[src/rtl/multicycle_controller_if.sv]
// Control/status bundle between the multicycle sequencer and its datapath.
// The master modport belongs to the controller; the datapath uses slave.
interface multicycle_controller_if;
  logic [31:0] instr;
  logic        zero;
  logic        less_signed;
  logic        less_unsigned;
  logic        mem_ready;
  logic        pc_write;
  logic        ir_write;
  logic        reg_write;
  logic        mem_read;
  logic        mem_write;
  logic        adr_src;
  logic [1:0]  alu_src_a;
  logic [1:0]  alu_src_b;
  logic [1:0]  result_src;
  logic [3:0]  alu_control;
  logic [2:0]  imm_src;
  logic [2:0]  data_control;
  logic        instr_retired;
  logic        fault;
  logic [3:0]  state;

  modport master (
    input  instr, zero, less_signed, less_unsigned, mem_ready,
    output pc_write, ir_write, reg_write, mem_read, mem_write, adr_src,
           alu_src_a, alu_src_b, result_src, alu_control, imm_src,
           data_control, instr_retired, fault, state
  );

  modport slave (
    output instr, zero, less_signed, less_unsigned, mem_ready,
    input  pc_write, ir_write, reg_write, mem_read, mem_write, adr_src,
           alu_src_a, alu_src_b, result_src, alu_control, imm_src,
           data_control, instr_retired, fault, state
  );
endinterface

[src/rtl/multicycle_controller.sv]
// Sequencing FSM for the multicycle RV32I datapath: steps each instruction
// through fetch/decode/execute/memory/writeback and drives all enables and selects.
module multicycle_controller #(
  parameter int unsigned MEM_TIMEOUT = 0
) (
  input  logic                   clk,
  input  logic                   rst,
  multicycle_controller_if.master bus
);

  typedef enum logic [3:0] {
    S_FETCH = 4'd0, S_DECODE = 4'd1, S_MEMADR = 4'd2, S_MEMREAD = 4'd3,
    S_MEMWB = 4'd4, S_MEMWRITE = 4'd5, S_EXECR = 4'd6, S_EXECI = 4'd7,
    S_ALUWB = 4'd8, S_JAL = 4'd9, S_JALR = 4'd10, S_BRANCH = 4'd11,
    S_EXECU = 4'd12, S_FAULT = 4'd15
  } state_e;

  localparam logic [6:0] OP_LOAD  = 7'b0000011, OP_STORE = 7'b0100011,
                         OP_R     = 7'b0110011, OP_I     = 7'b0010011,
                         OP_BR    = 7'b1100011, OP_JAL   = 7'b1101111,
                         OP_JALR  = 7'b1100111, OP_LUI   = 7'b0110111,
                         OP_AUIPC = 7'b0010111;

  localparam logic [3:0] ALU_ADD = 4'd0, ALU_SUB = 4'd1, ALU_AND = 4'd2,
                         ALU_OR  = 4'd3, ALU_XOR = 4'd4, ALU_SLL = 4'd5,
                         ALU_SRL = 4'd6, ALU_SRA = 4'd7, ALU_SLT = 4'd8,
                         ALU_SLTU = 4'd9, ALU_PASSB = 4'd10;

  localparam logic [15:0] TIMEOUT_LAST =
    (MEM_TIMEOUT == 0) ? 16'd0 : 16'(MEM_TIMEOUT - 1);

  state_e      state_q, state_d;
  logic [15:0] wait_q, wait_d;
  logic        fault_q;

  logic [6:0] opcode;
  logic [2:0] funct3;
  logic       funct7b5;
  logic       waiting;
  logic       timeout_hit;
  logic       taken;

  assign opcode   = bus.instr[6:0];
  assign funct3   = bus.instr[14:12];
  assign funct7b5 = bus.instr[30];

  assign waiting = (state_q == S_FETCH || state_q == S_MEMREAD ||
                    state_q == S_MEMWRITE) && !bus.mem_ready;
  assign timeout_hit = (MEM_TIMEOUT != 0) && waiting && (wait_q == TIMEOUT_LAST);

  function automatic logic [3:0] alu_decode(input logic [2:0] f3, input logic alt);
    case (f3)
      3'b000:  return alt ? ALU_SUB : ALU_ADD;
      3'b001:  return ALU_SLL;
      3'b010:  return ALU_SLT;
      3'b011:  return ALU_SLTU;
      3'b100:  return ALU_XOR;
      3'b101:  return alt ? ALU_SRA : ALU_SRL;
      3'b110:  return ALU_OR;
      default: return ALU_AND;
    endcase
  endfunction

  always_comb begin
    case (funct3)
      3'b000:  taken = bus.zero;
      3'b001:  taken = !bus.zero;
      3'b100:  taken = bus.less_signed;
      3'b101:  taken = !bus.less_signed;
      3'b110:  taken = bus.less_unsigned;
      3'b111:  taken = !bus.less_unsigned;
      default: taken = 1'b0;
    endcase
  end

  always_comb begin
    wait_d  = waiting ? 16'(wait_q + 16'd1) : 16'd0;
    state_d = state_q;
    case (state_q)
      S_FETCH:    if (timeout_hit) state_d = S_FAULT;
                  else if (bus.mem_ready) state_d = S_DECODE;
      S_DECODE: begin
        case (opcode)
          OP_LOAD, OP_STORE: state_d = S_MEMADR;
          OP_R:              state_d = S_EXECR;
          OP_I:              state_d = S_EXECI;
          OP_BR:             state_d = (funct3[2:1] == 2'b01) ? S_FAULT : S_BRANCH;
          OP_JAL:            state_d = S_JAL;
          OP_JALR:           state_d = S_JALR;
          OP_LUI, OP_AUIPC:  state_d = S_EXECU;
          default:           state_d = S_FAULT;
        endcase
      end
      S_MEMADR:   state_d = (opcode == OP_LOAD) ? S_MEMREAD : S_MEMWRITE;
      S_MEMREAD:  if (timeout_hit) state_d = S_FAULT;
                  else if (bus.mem_ready) state_d = S_MEMWB;
      S_MEMWRITE: if (timeout_hit) state_d = S_FAULT;
                  else if (bus.mem_ready) state_d = S_FETCH;
      S_EXECR, S_EXECI, S_EXECU: state_d = S_ALUWB;
      S_JALR:     state_d = S_JAL;
      S_JAL:      state_d = S_ALUWB;
      S_MEMWB, S_ALUWB, S_BRANCH: state_d = S_FETCH;
      default:    state_d = S_FAULT;
    endcase
  end

  // NOTE: state registers use non-blocking assignments so every flop samples
  // pre-edge values regardless of block ordering.
  always_ff @(posedge clk or posedge rst) begin
    if (rst) begin
      state_q <= S_FETCH;
      wait_q  <= '0;
      fault_q <= 1'b0;
    end else begin
      state_q <= state_d;
      wait_q  <= wait_d;
      if (state_d == S_FAULT) fault_q <= 1'b1;
    end
  end

  logic       pc_write, ir_write, reg_write, mem_read, mem_write, adr_src, retired;
  logic [1:0] alu_src_a, alu_src_b, result_src;
  logic [3:0] alu_control;
  logic [2:0] imm_src, data_control;

  // NOTE: every output gets a default up front so no path through the case
  // leaves a variable unassigned and infers a latch.
  always_comb begin
    pc_write = 1'b0; ir_write = 1'b0; reg_write = 1'b0;
    mem_read = 1'b0; mem_write = 1'b0; adr_src = 1'b0; retired = 1'b0;
    alu_src_a = 2'b00; alu_src_b = 2'b00; result_src = 2'b00;
    alu_control = ALU_ADD; data_control = 3'b000;
    case (opcode)
      OP_STORE:         imm_src = 3'b001;
      OP_BR:            imm_src = 3'b010;
      OP_JAL:           imm_src = 3'b011;
      OP_LUI, OP_AUIPC: imm_src = 3'b100;
      default:          imm_src = 3'b000;
    endcase
    case (state_q)
      S_FETCH: begin
        mem_read = 1'b1;
        if (bus.mem_ready) begin
          ir_write = 1'b1; pc_write = 1'b1;
          alu_src_b = 2'b10; result_src = 2'b10;
        end
      end
      S_DECODE:   begin alu_src_a = 2'b01; alu_src_b = 2'b01; end
      S_MEMADR:   begin alu_src_a = 2'b10; alu_src_b = 2'b01; end
      S_MEMREAD:  begin adr_src = 1'b1; mem_read = 1'b1; data_control = funct3; end
      S_MEMWB:    begin result_src = 2'b01; reg_write = 1'b1; retired = 1'b1;
                        data_control = funct3; end
      S_MEMWRITE: begin adr_src = 1'b1; mem_write = 1'b1; data_control = funct3;
                        retired = bus.mem_ready; end
      S_EXECR:    begin alu_src_a = 2'b10; alu_control = alu_decode(funct3, funct7b5); end
      S_EXECI: begin
        alu_src_a = 2'b10; alu_src_b = 2'b01;
        alu_control = alu_decode(funct3, funct7b5 && (funct3 == 3'b101));
      end
      S_EXECU: begin
        alu_src_b = 2'b01;
        if (opcode == OP_LUI) alu_control = ALU_PASSB;
        else alu_src_a = 2'b01;
      end
      S_ALUWB:    begin reg_write = 1'b1; retired = 1'b1; end
      S_JALR:     begin alu_src_a = 2'b10; alu_src_b = 2'b01; end
      S_JAL:      begin alu_src_a = 2'b01; alu_src_b = 2'b10; pc_write = 1'b1; end
      S_BRANCH: begin
        alu_src_a = 2'b10; alu_control = ALU_SUB;
        pc_write = taken; retired = 1'b1;
      end
      default: ;
    endcase
    // Reset overrides combinationally so an access in flight drops at once.
    if (rst) begin
      pc_write = 1'b0; ir_write = 1'b0; reg_write = 1'b0;
      mem_read = 1'b0; mem_write = 1'b0; adr_src = 1'b0; retired = 1'b0;
      alu_src_a = 2'b00; alu_src_b = 2'b00; result_src = 2'b00;
      alu_control = ALU_ADD; imm_src = 3'b000; data_control = 3'b000;
    end
  end

  assign bus.pc_write      = pc_write;
  assign bus.ir_write      = ir_write;
  assign bus.reg_write     = reg_write;
  assign bus.mem_read      = mem_read;
  assign bus.mem_write     = mem_write;
  assign bus.adr_src       = adr_src;
  assign bus.alu_src_a     = alu_src_a;
  assign bus.alu_src_b     = alu_src_b;
  assign bus.result_src    = result_src;
  assign bus.alu_control   = alu_control;
  assign bus.imm_src       = imm_src;
  assign bus.data_control  = data_control;
  assign bus.instr_retired = retired;
  assign bus.fault         = fault_q;
  assign bus.state         = state_q;

endmodule

[src/flat_wrapper.sv]
// flat-port wrapper written by rule: the top's interface ports become plain ports
module multicycle_controller_flat 
#(
  parameter int unsigned MEM_TIMEOUT = 0
)
  (clk, rst, bus_instr, bus_zero, bus_less_signed, bus_less_unsigned, bus_mem_ready, bus_pc_write, bus_ir_write, bus_reg_write, bus_mem_read, bus_mem_write, bus_adr_src, bus_alu_src_a, bus_alu_src_b, bus_result_src, bus_alu_control, bus_imm_src, bus_data_control, bus_instr_retired, bus_fault, bus_state);
  multicycle_controller_if bus_i ();
  input  logic clk;
  input  logic rst;
  input wire logic [$bits(bus_i.instr)-1:0] bus_instr;
  input wire logic [$bits(bus_i.zero)-1:0] bus_zero;
  input wire logic [$bits(bus_i.less_signed)-1:0] bus_less_signed;
  input wire logic [$bits(bus_i.less_unsigned)-1:0] bus_less_unsigned;
  input wire logic [$bits(bus_i.mem_ready)-1:0] bus_mem_ready;
  output wire logic [$bits(bus_i.pc_write)-1:0] bus_pc_write;
  output wire logic [$bits(bus_i.ir_write)-1:0] bus_ir_write;
  output wire logic [$bits(bus_i.reg_write)-1:0] bus_reg_write;
  output wire logic [$bits(bus_i.mem_read)-1:0] bus_mem_read;
  output wire logic [$bits(bus_i.mem_write)-1:0] bus_mem_write;
  output wire logic [$bits(bus_i.adr_src)-1:0] bus_adr_src;
  output wire logic [$bits(bus_i.alu_src_a)-1:0] bus_alu_src_a;
  output wire logic [$bits(bus_i.alu_src_b)-1:0] bus_alu_src_b;
  output wire logic [$bits(bus_i.result_src)-1:0] bus_result_src;
  output wire logic [$bits(bus_i.alu_control)-1:0] bus_alu_control;
  output wire logic [$bits(bus_i.imm_src)-1:0] bus_imm_src;
  output wire logic [$bits(bus_i.data_control)-1:0] bus_data_control;
  output wire logic [$bits(bus_i.instr_retired)-1:0] bus_instr_retired;
  output wire logic [$bits(bus_i.fault)-1:0] bus_fault;
  output wire logic [$bits(bus_i.state)-1:0] bus_state;
  assign bus_i.instr = bus_instr;
  assign bus_i.zero = bus_zero;
  assign bus_i.less_signed = bus_less_signed;
  assign bus_i.less_unsigned = bus_less_unsigned;
  assign bus_i.mem_ready = bus_mem_ready;
  assign bus_pc_write = bus_i.pc_write;
  assign bus_ir_write = bus_i.ir_write;
  assign bus_reg_write = bus_i.reg_write;
  assign bus_mem_read = bus_i.mem_read;
  assign bus_mem_write = bus_i.mem_write;
  assign bus_adr_src = bus_i.adr_src;
  assign bus_alu_src_a = bus_i.alu_src_a;
  assign bus_alu_src_b = bus_i.alu_src_b;
  assign bus_result_src = bus_i.result_src;
  assign bus_alu_control = bus_i.alu_control;
  assign bus_imm_src = bus_i.imm_src;
  assign bus_data_control = bus_i.data_control;
  assign bus_instr_retired = bus_i.instr_retired;
  assign bus_fault = bus_i.fault;
  assign bus_state = bus_i.state;
  multicycle_controller #(.MEM_TIMEOUT(MEM_TIMEOUT)) u_core (.clk(clk), .rst(rst), .bus(bus_i));
endmodule
[config.mk]
export PLATFORM = sky130hd
export DESIGN_NAME = multicycle_controller_flat
export DESIGN_NICKNAME = d
export VERILOG_FILES = /design/src/rtl/multicycle_controller_if.sv /design/src/rtl/multicycle_controller.sv /design/src/flat_wrapper.sv
export SDC_FILE = /design/constraint.sdc
export NUM_CORES = 1
export LEC_CHECK = 0
export ABC_AREA = 1
export ABC_CLOCK_PERIOD_IN_PS = 2160
export CAP_MARGIN = 0
export CORE_MARGIN = 4
export CORE_UTILIZATION = 36
export DETAILED_ROUTE_END_ITERATION = 16
export HOLD_SLACK_MARGIN = 0.05
export PLACE_DENSITY = 0.88
export SETUP_SLACK_MARGIN = 0.3
export SLEW_MARGIN = 20
export SYNTH_ARGS = -nofsm -noshare
export SYNTH_HDL_FRONTEND = slang
export SYNTH_SLANG_ARGS = --single-unit
[constraint.sdc]
create_clock -name clk -period 2.16 [get_ports clk]
set_input_delay 0.432 -clock clk [delete_from_list [all_inputs] [get_ports clk]]
set_output_delay 0.432 -clock clk [all_outputs]
set_load 0.03 [all_outputs]
==> results of run 1 <==
## routing by layer
layer | vias to the layer above | routed length (um)
li1 | 679 | -
met4 | 0 | 125
met2 | 75 | 1985
met3 | 17 | 295
met1 | 661 | 1465
met5 | - | 0
## cells by family after synthesis
group,after synthesis
flops,5
simple gates,111
buf+inv,30
mux,1
compound gates,20
## registers in the layout (all words and copies together), names as in the netlist
signal and count:
u_core.bus.state 4, u_core.bus.fault 1
## layout by cell type, fill, tap and decap left out, types with 2 or more instances in the layout
cell type and n:
o21ai_2 2, dfrtp_2 4, nand3_2 2, clkbuf_2 3
inv_4 4, dlygate4sd2_1 6, nor2_2 5, a21oi_1 2
dlymetal6s2s_1 2, nor3_1 7, nand3_1 9, nor3_2 3
o21ai_1 2, nor3_4 3, o21ai_0 5, inv_1 14
buf_4 40, nand2_2 4, nand4_1 3, nor2_4 13
nor2_1 19, a21oi_2 3, clkdlybuf4s15_1 2, clkdlybuf4s50_1 6
buf_6 8, inv_2 8, nand2_1 38, clkbuf_4 4
nand2_4 2
## power by group through the flow
stage	registers (W)	clock network (W)	logic (W)
2_1_floorplan	0.0000953	0	0.0000398
3_3_place_gp	0.0000953	0	0.000101
3_5_place_dp	0.0000953	0	0.000102
4_1_cts	0.0000940	0.000111	0.000109
5_1_grt	0.0000937	0.000126	0.000132
6_report	0.0000939	0.000110	0.000123
## path summary, 6_finish.rpt
check,start,end,slack [ns]
worst max register to register,u_core.bus.state[1],u_core.bus.fault,0.57
min in group asynchronous,rst,u_core.bus.state[0],0.50
worst min register to register,u_core.bus.fault,u_core.bus.fault,0.48
worst min-delay path,u_core.bus.fault,u_core.bus.fault,0.48
max in group asynchronous,rst,u_core.bus.state[2],1.52
worst max-delay path,u_core.bus.state[1],bus_pc_write,0.08
## per-stage QoR
step / TNS [ns] / util / total power, W
2_1_floorplan: 0 / - / 0.0001351
4_1_cts: 0 / 0.7092 / 0.0003134
3_3_place_gp: -0.4116 / 0.6325 / 0.0001967
3_5_place_dp: -0.4215 / 0.6325 / 0.0001973
5_1_grt: 0 / 0.7882 / 0.0003512
6_report: 0 / 0.7882 / 0.0003265
## what timing repair did
action	CTS	global route
setup buffers	9	2
setup endpoints to repair	22	22
pin swaps	11	16
gates resized for setup	48	66
## final cells by class
class / count / area, um^2 / share of cell area
Timing Repair Buffer: 70 / 595.6 / 0.3383
Clock buffer: 4 / 26.28 / 0.01493
Sequential cell: 5 / 130.1 / 0.07392
Tap cell: 28 / 35.03 / 0.01990
Multi-Input combinational cell: 132 / 857.1 / 0.4869
Inverter: 27 / 116.4 / 0.06610
## worst max-delay path, cell delays in order, from the launching register on
cell,delay [ns]
dfrtp_2,0.44
nor2_4,0.18
inv_4,0.07
nor3_4,0.23
inv_2,0.08
a21oi_4,0.16
a31o_4,0.11
buf_6,0.12
==> key figures, run 1 <==
Run status
  – Outcome: completed

Route
  – Via count: 1432
  – Wire length per cell: 14.56 um
  – # DRC: 0
  – Drt total wl: 3872 um
  – Vias per inst: 5.383
  – Iter 0 DRT Violations: 56
  – Final ANT Viol Nets: 0
  – Pre-Repair DR Iteration Count: 4

Yosys
  – Number of synthesized flops with an enable pin: 0
  – Synth area leader: nand2_1
  – Number of synthesized register bits: 5
  – Adder-Cell Fraction of Synth Area: 0
  – Compound-Gate Fraction of Synth Area: 0.1386
  – Post-synthesis simple-gate area fraction: 0.5678
  – Synth area leaders: nand2_1 (19%), nor2_1 (15%), dfrtp_1 (15%)
  – Cells after synthesis: 167
  – Count leader, synth: nand2_1
  – Most frequent cells after synthesis: nand2_1 (43), nor2_1 (34), inv_1 (26), nor3_1 (12), nand3_1 (11)
  – Syn_nets: 205
  – Syn. warnings: 0
  – Avg Synthesized Cell Area: 5.080 um^2
  – Largest family of logic cells by synthesized area: simple AND/OR/NAND/NOR gates
  – Commonest register cell after synthesis: dfrtp_1
  – Synth async-reset ratio: 1.000
  – Cell area after synthesis: 848.3 um^2
  – Share of the synthesized area in the top cell type: 0.1903
  – Seq/Total Area, Yosys: 0.1475
  – Multiplexer area fraction after synthesis: 0.01180
  – Cell variety after synth: 23
  – Fraction of synthesized cell area in xor and xnor cells: 0

Clocking
  – Root buf cell: clkbuf_4
  – Worst skew pair latency: 0.25 ns
  – H-tree Lvls: 1
  – CTS max path bufs: 2
  – CTS tree: done
  – CTS buffer count: 3
  – CTS sink cnt: 5
  – CTS clk-pin slew, worst paths: 0.05 ns
  – Hold_buf cts: 0

Die
  – Die width: 56.55 um
  – # rows: 17
  – Die Area: 3197 um^2
  – Core Area: 2233 um^2
  – Chip height: 56.55 um
  – Initial cell density of the core: 0.3798
  – IO Count: 66

Timing
  – Hold Fails Final Rpt: 0
  – Clk_skew: 0.009933 ns
  – Worst slew pin tran: 0.3404 ns
  – Final cycle utilization of the critical path: 0.9611
  – Max Clk Rate: 0.4817 GHz
  – RSZ-0062 raised after global routing: yes
  – Post-layout min period: 2.076 ns
  – # setup viols final: 0
  – Worst hold margin: 0.4814 ns
  – Setup ws final: 0.08394 ns
  – Max transition margin: 0.7725
  – Final Max Tran Viols: 0

Global route
  – Met1 usage: 0.2452
  – Tot GR Track Use: 0.1930
  – Met3 usage: 0.06667
  – First-pass GRT wire length: 5112 um
  – GR Overflow Total: 0
  – Routing usage on met2: 0.3218
  – Largest net degree at the start of global routing: 17
  – Gr busiest metal: met2
  – Initial antenna violation count: 0
  – Number of global-route vias before repair: 1223

Power
  – Max VDD drop: 529.1 uV
  – Int Pwr: 0.0002193 W
  – Power density over the cells: 185.5 nW/um^2
  – Net Switching: 0.0001072 W
  – Combinational Power Share: 0.377
  – Clock share of power: 0.336
  – Sequential share of power: 0.288
  – Leak: 0.8265 nW
  – Switching share of power: 0.3283

Finish
  – Non-Filler Instances: 266
  – Final nets: 277
  – Share of cells above drive strength 1: 0.4958
  – P&R area growth vs syn: 107.5%
  – N_diodes: 0
  – Final instance area: 1760 um^2
  – FILL cells: 149

Critical path
  – CP required: 1.73 ns
  – Critical Path AT: 1.64 ns
  – Critical path class: register to primary output
  – Crit. End Element: primary output
  – Crit path launch type: register
  – CP max FO: 5
  – Reg2Reg Depth: 10

Min path
  – Hold path depth: 2
  – Type of the worst min-delay path: register to register

Placement
  – Gpl congestion: 0.9416
  – HPWL Detailed: 2216 um
  – Placed Cells incl. Taps: 251
  – Placed Instance Area: 1413 um^2
  – DP Worst Slack: -0.1684 ns
  – Number of port buffers: 44

Flow run
  – Max Cap Violations: 0
No activity file was read; power rests on OpenSTA's default activity.
==> run 2: changes to the inputs <==
- CELL_PAD_IN_SITES_DETAIL_PLACEMENT: default -> 1
- CELL_PAD_IN_SITES_GLOBAL_PLACEMENT: default -> 2
- CORE_MARGIN: 4 -> 2
- CORE_UTILIZATION: 36 -> 15
- PLACE_DENSITY: 0.88 -> 0.87
==> run 2 against run 1 <==
  * Critical path depth unchanged
  * Worst hold slack worse by 0.14 ns
  * Global-route usage down 5.5 points
  * Register-to-register slack worse by 0.04 ns
  * Non-clock buffer count up 16
  * Total power up 21%
  * Die area up 96%
  * Critical path type unchanged
  * Highest routed layer unchanged
==> key figures, run 2 (same netlist as run 1, synthesis figures left out) <==
Global route
  – Initial antenna violation count: 0 (unchanged)
  – GR Overflow Total: 0 (unchanged)
  – Number of global-route vias before repair: 1484 (was 1223)
  – Gr busiest metal: met2 (unchanged)
  – Routing usage on met2: 0.2678 (was 0.3218)
  – Met3 usage: 0.01591 (was 0.06667)
  – Met1 usage: 0.1534 (was 0.2452)
  – Tot GR Track Use: 0.1384 (was 0.1930)
  – Largest net degree at the start of global routing: 10 (was 17)
  – First-pass GRT wire length: 6906 um (was 5112 um)

Finish
  – Most frequent cells in the layout: buf_4 (51), nand2_1 (35), nor2_1 (17) (was buf_4 (40), nand2_1 (38), nor2_1 (19))
  – Commonest non-fill, non-tap cell in the layout: buf_4 (unchanged)
  – Final instance area: 2003 um^2 (was 1760 um^2)
  – N_diodes: 0 (unchanged)
  – Final nets: 293 (was 277)
  – FILL cells: 686 (was 149)
  – Share of cells above drive strength 1: 0.5630 (was 0.4958)
  – P&R area growth vs syn: 136.1% (was 107.5%)
  – Max reg flops: 4 (unchanged)

Placement
  – Placed Instance Area: 1515 um^2 (was 1413 um^2)
  – HPWL Detailed: 3113 um (was 2216 um)
  – Number of port buffers: 44 (unchanged)
  – Gpl congestion: 0.8295 (was 0.9416)

Timing
  – RSZ-0062 raised after global routing: yes (unchanged)
  – # setup viols final: 0 (unchanged)
  – Worst slew pin tran: 0.3342 ns (was 0.3404 ns)
  – Max transition margin: 0.7768 (was 0.7725)
  – Final Max Tran Viols: 0 (unchanged)
  – Final cycle utilization of the critical path: 0.9253 (was 0.9611)
  – Fin Setup TNS: 0 ns (unchanged)
  – Max Clk Rate: 0.5003 GHz (was 0.4817 GHz)
  – Post-layout min period: 1.999 ns (was 2.076 ns)
  – Hold Fails Final Rpt: 0 (unchanged)
  – Clk_skew: 0.005676 ns (was 0.009933 ns)

Die
  – Die Area: 6273 um^2 (was 3197 um^2)
  – IO Count: 66 (unchanged)
  – Core Area: 5473 um^2 (was 2233 um^2)
  – Chip height: 79.20 um (was 56.55 um)
  – # rows: 27 (was 17)
  – Initial cell density of the core: 0.1550 (was 0.3798)
  – Die width: 79.20 um (was 56.55 um)

Clocking
  – Root buf cell: clkbuf_8 (was clkbuf_4)
  – CTS max path bufs: 2 (unchanged)
  – CTS tree: done (unchanged)
  – Worst skew pair latency: 0.23 ns (was 0.25 ns)
  – CTS buffer count: 3 (unchanged)
  – H-tree Lvls: 1 (unchanged)
  – Hold_buf cts: 0 (unchanged)
  – CTS clk-pin slew, worst paths: 0.04 ns (was 0.05 ns)
  – CTS sink cnt: 5 (unchanged)

Critical path
  – Critical path class: register to primary output (unchanged)
  – Worst path top cell family by delay: flip-flops (unchanged)
  – Max stage delay on crit path: 0.42 ns (was 0.44 ns)
  – Crit path launch type: register (unchanged)
  – Critical Path AT: 1.57 ns (was 1.64 ns)
  – Buf/Inv on CP: 3 (unchanged)
  – CP required: 1.73 ns (about the same)
  – CP max stage cell: dfrtp_2 (unchanged)
  – Crit. End Element: primary output (unchanged)
  – CP cell instances: nor2_4 -> inv_4 -> nor3_4 -> inv_2 -> a21oi_4 -> a31o_4 -> buf_6 (unchanged)
  – CP max FO: 3 (was 5)

Power
  – Max VDD drop: 100.3 uV (was 529.1 uV)
  – Power density over the cells: 197.9 nW/um^2 (was 185.5 nW/um^2)
  – Int Pwr: 0.0002783 W (was 0.0002193 W)
  – Sequential share of power: 0.238 (was 0.288)
  – Leak: 0.9054 nW (was 0.8265 nW)
  – Combinational Power Share: 0.319 (was 0.377)
  – Switching share of power: 0.2982 (was 0.3283)
  – Net Switching: 0.0001182 W (was 0.0001072 W)
  – Clock share of power: 0.443 (was 0.336)
  – Final Total Pwr: 0.0003965 W (was 0.0003265 W)

Route
  – Final ANT Viol Nets: 0 (unchanged)
  – Pre-Repair DR Iteration Count: 4 (unchanged)
  – Vias per inst: 4.411 (was 5.383)
  – Wire length per cell: 14.00 um (was 14.56 um)
  – Via count: 1438 (was 1432)
  – Iter 0 DRT Violations: 48 (was 56)
  – Drt total wl: 4564 um (was 3872 um)
  – # DRC: 0 (unchanged)

Min path
  – Type of the worst min-delay path: input pin to async pin (was register to register)

Run status
  – Outcome: completed (unchanged)

Flow run
  – Max Cap Violations: 0 (unchanged)
==> run 2: path summary, 6_finish.rpt <==
kind / start / end / slack (ns) / cells past startpoint
max reg2reg: u_core.bus.state[2] / u_core.bus.fault / 0.53 / 11
min in group clk: u_core.bus.fault / u_core.bus.fault / 0.48 / 2
max: u_core.bus.state[0] / bus_pc_write / 0.16 / 7
min reg2reg: u_core.bus.fault / u_core.bus.fault / 0.48 / 2
max in group asynchronous: rst / u_core.bus.state[3] / 1.68 / 3
min: rst / u_core.bus.fault / 0.34 / 3
==> run 2: power groups by stage <==
stage | combinational (W) | clock [W] | sequential [W]
after floorplan | 0.0000398 | 0 | 0.0000953
after global placement | 0.000110 | 0 | 0.0000953
after detailed placement | 0.000112 | 0 | 0.0000953
after CTS | 0.000121 | 0.000178 | 0.0000942
after global routing | 0.000137 | 0.000187 | 0.0000941
final | 0.000126 | 0.000176 | 0.0000942
==> run 2: timing repair <==
action                                 4_1_cts  5_1_grt
pin swaps                                   24       18
buffers inserted                            11        8
cloned                                       0        0
endpoints found under the hold margin        0        0
resized for setup                           94       47
setup endpoints to repair                   24       23
==> run 2: area by class of cell <==
class	count	area, um^2	share of cell area
sequential	5	130.1	0.06496
clock buffer	4	45.04	0.02249
multi-input combinational	132	890.9	0.4447
inverter	27	121.4	0.06059
timing repair buffer	86	725.7	0.3623
tap	72	90.09	0.04497
==> run 2: worst min-delay path: stages <==
cell and delay (ns):
buf_2 0.17, inv_2 0.11, buf_4 0.18
==> run 2: stage by stage <==
stage	hold slack [ns]	util	instances	worst slack [ns]
4_1_cts	0.4871	0.3329	318	0.1855
3_5_place_dp	0.4729	0.2769	303	-0.3284
6_report	0.3367	0.3660	326	0.1613
5_1_grt	0.3419	0.3660	326	0.09729
2_1_floorplan	0.5015	-	167	0.2128
3_3_place_gp	0.4526	0.2769	303	-0.2678
==> run 2: per-layer routing <==
layer | wire (um) | vias up
li1 | - | 717
met1 | 1828 | 673
met2 | 2482 | 37
met3 | 125 | 11
met4 | 127 | 0
met5 | 0 | -
==> run 3: changes to the inputs <==
- GPL_ROUTABILITY_DRIVEN: default -> 0
==> results of run 3 <==
No change in the layout: final DEF, timing and power equal those of run 2.
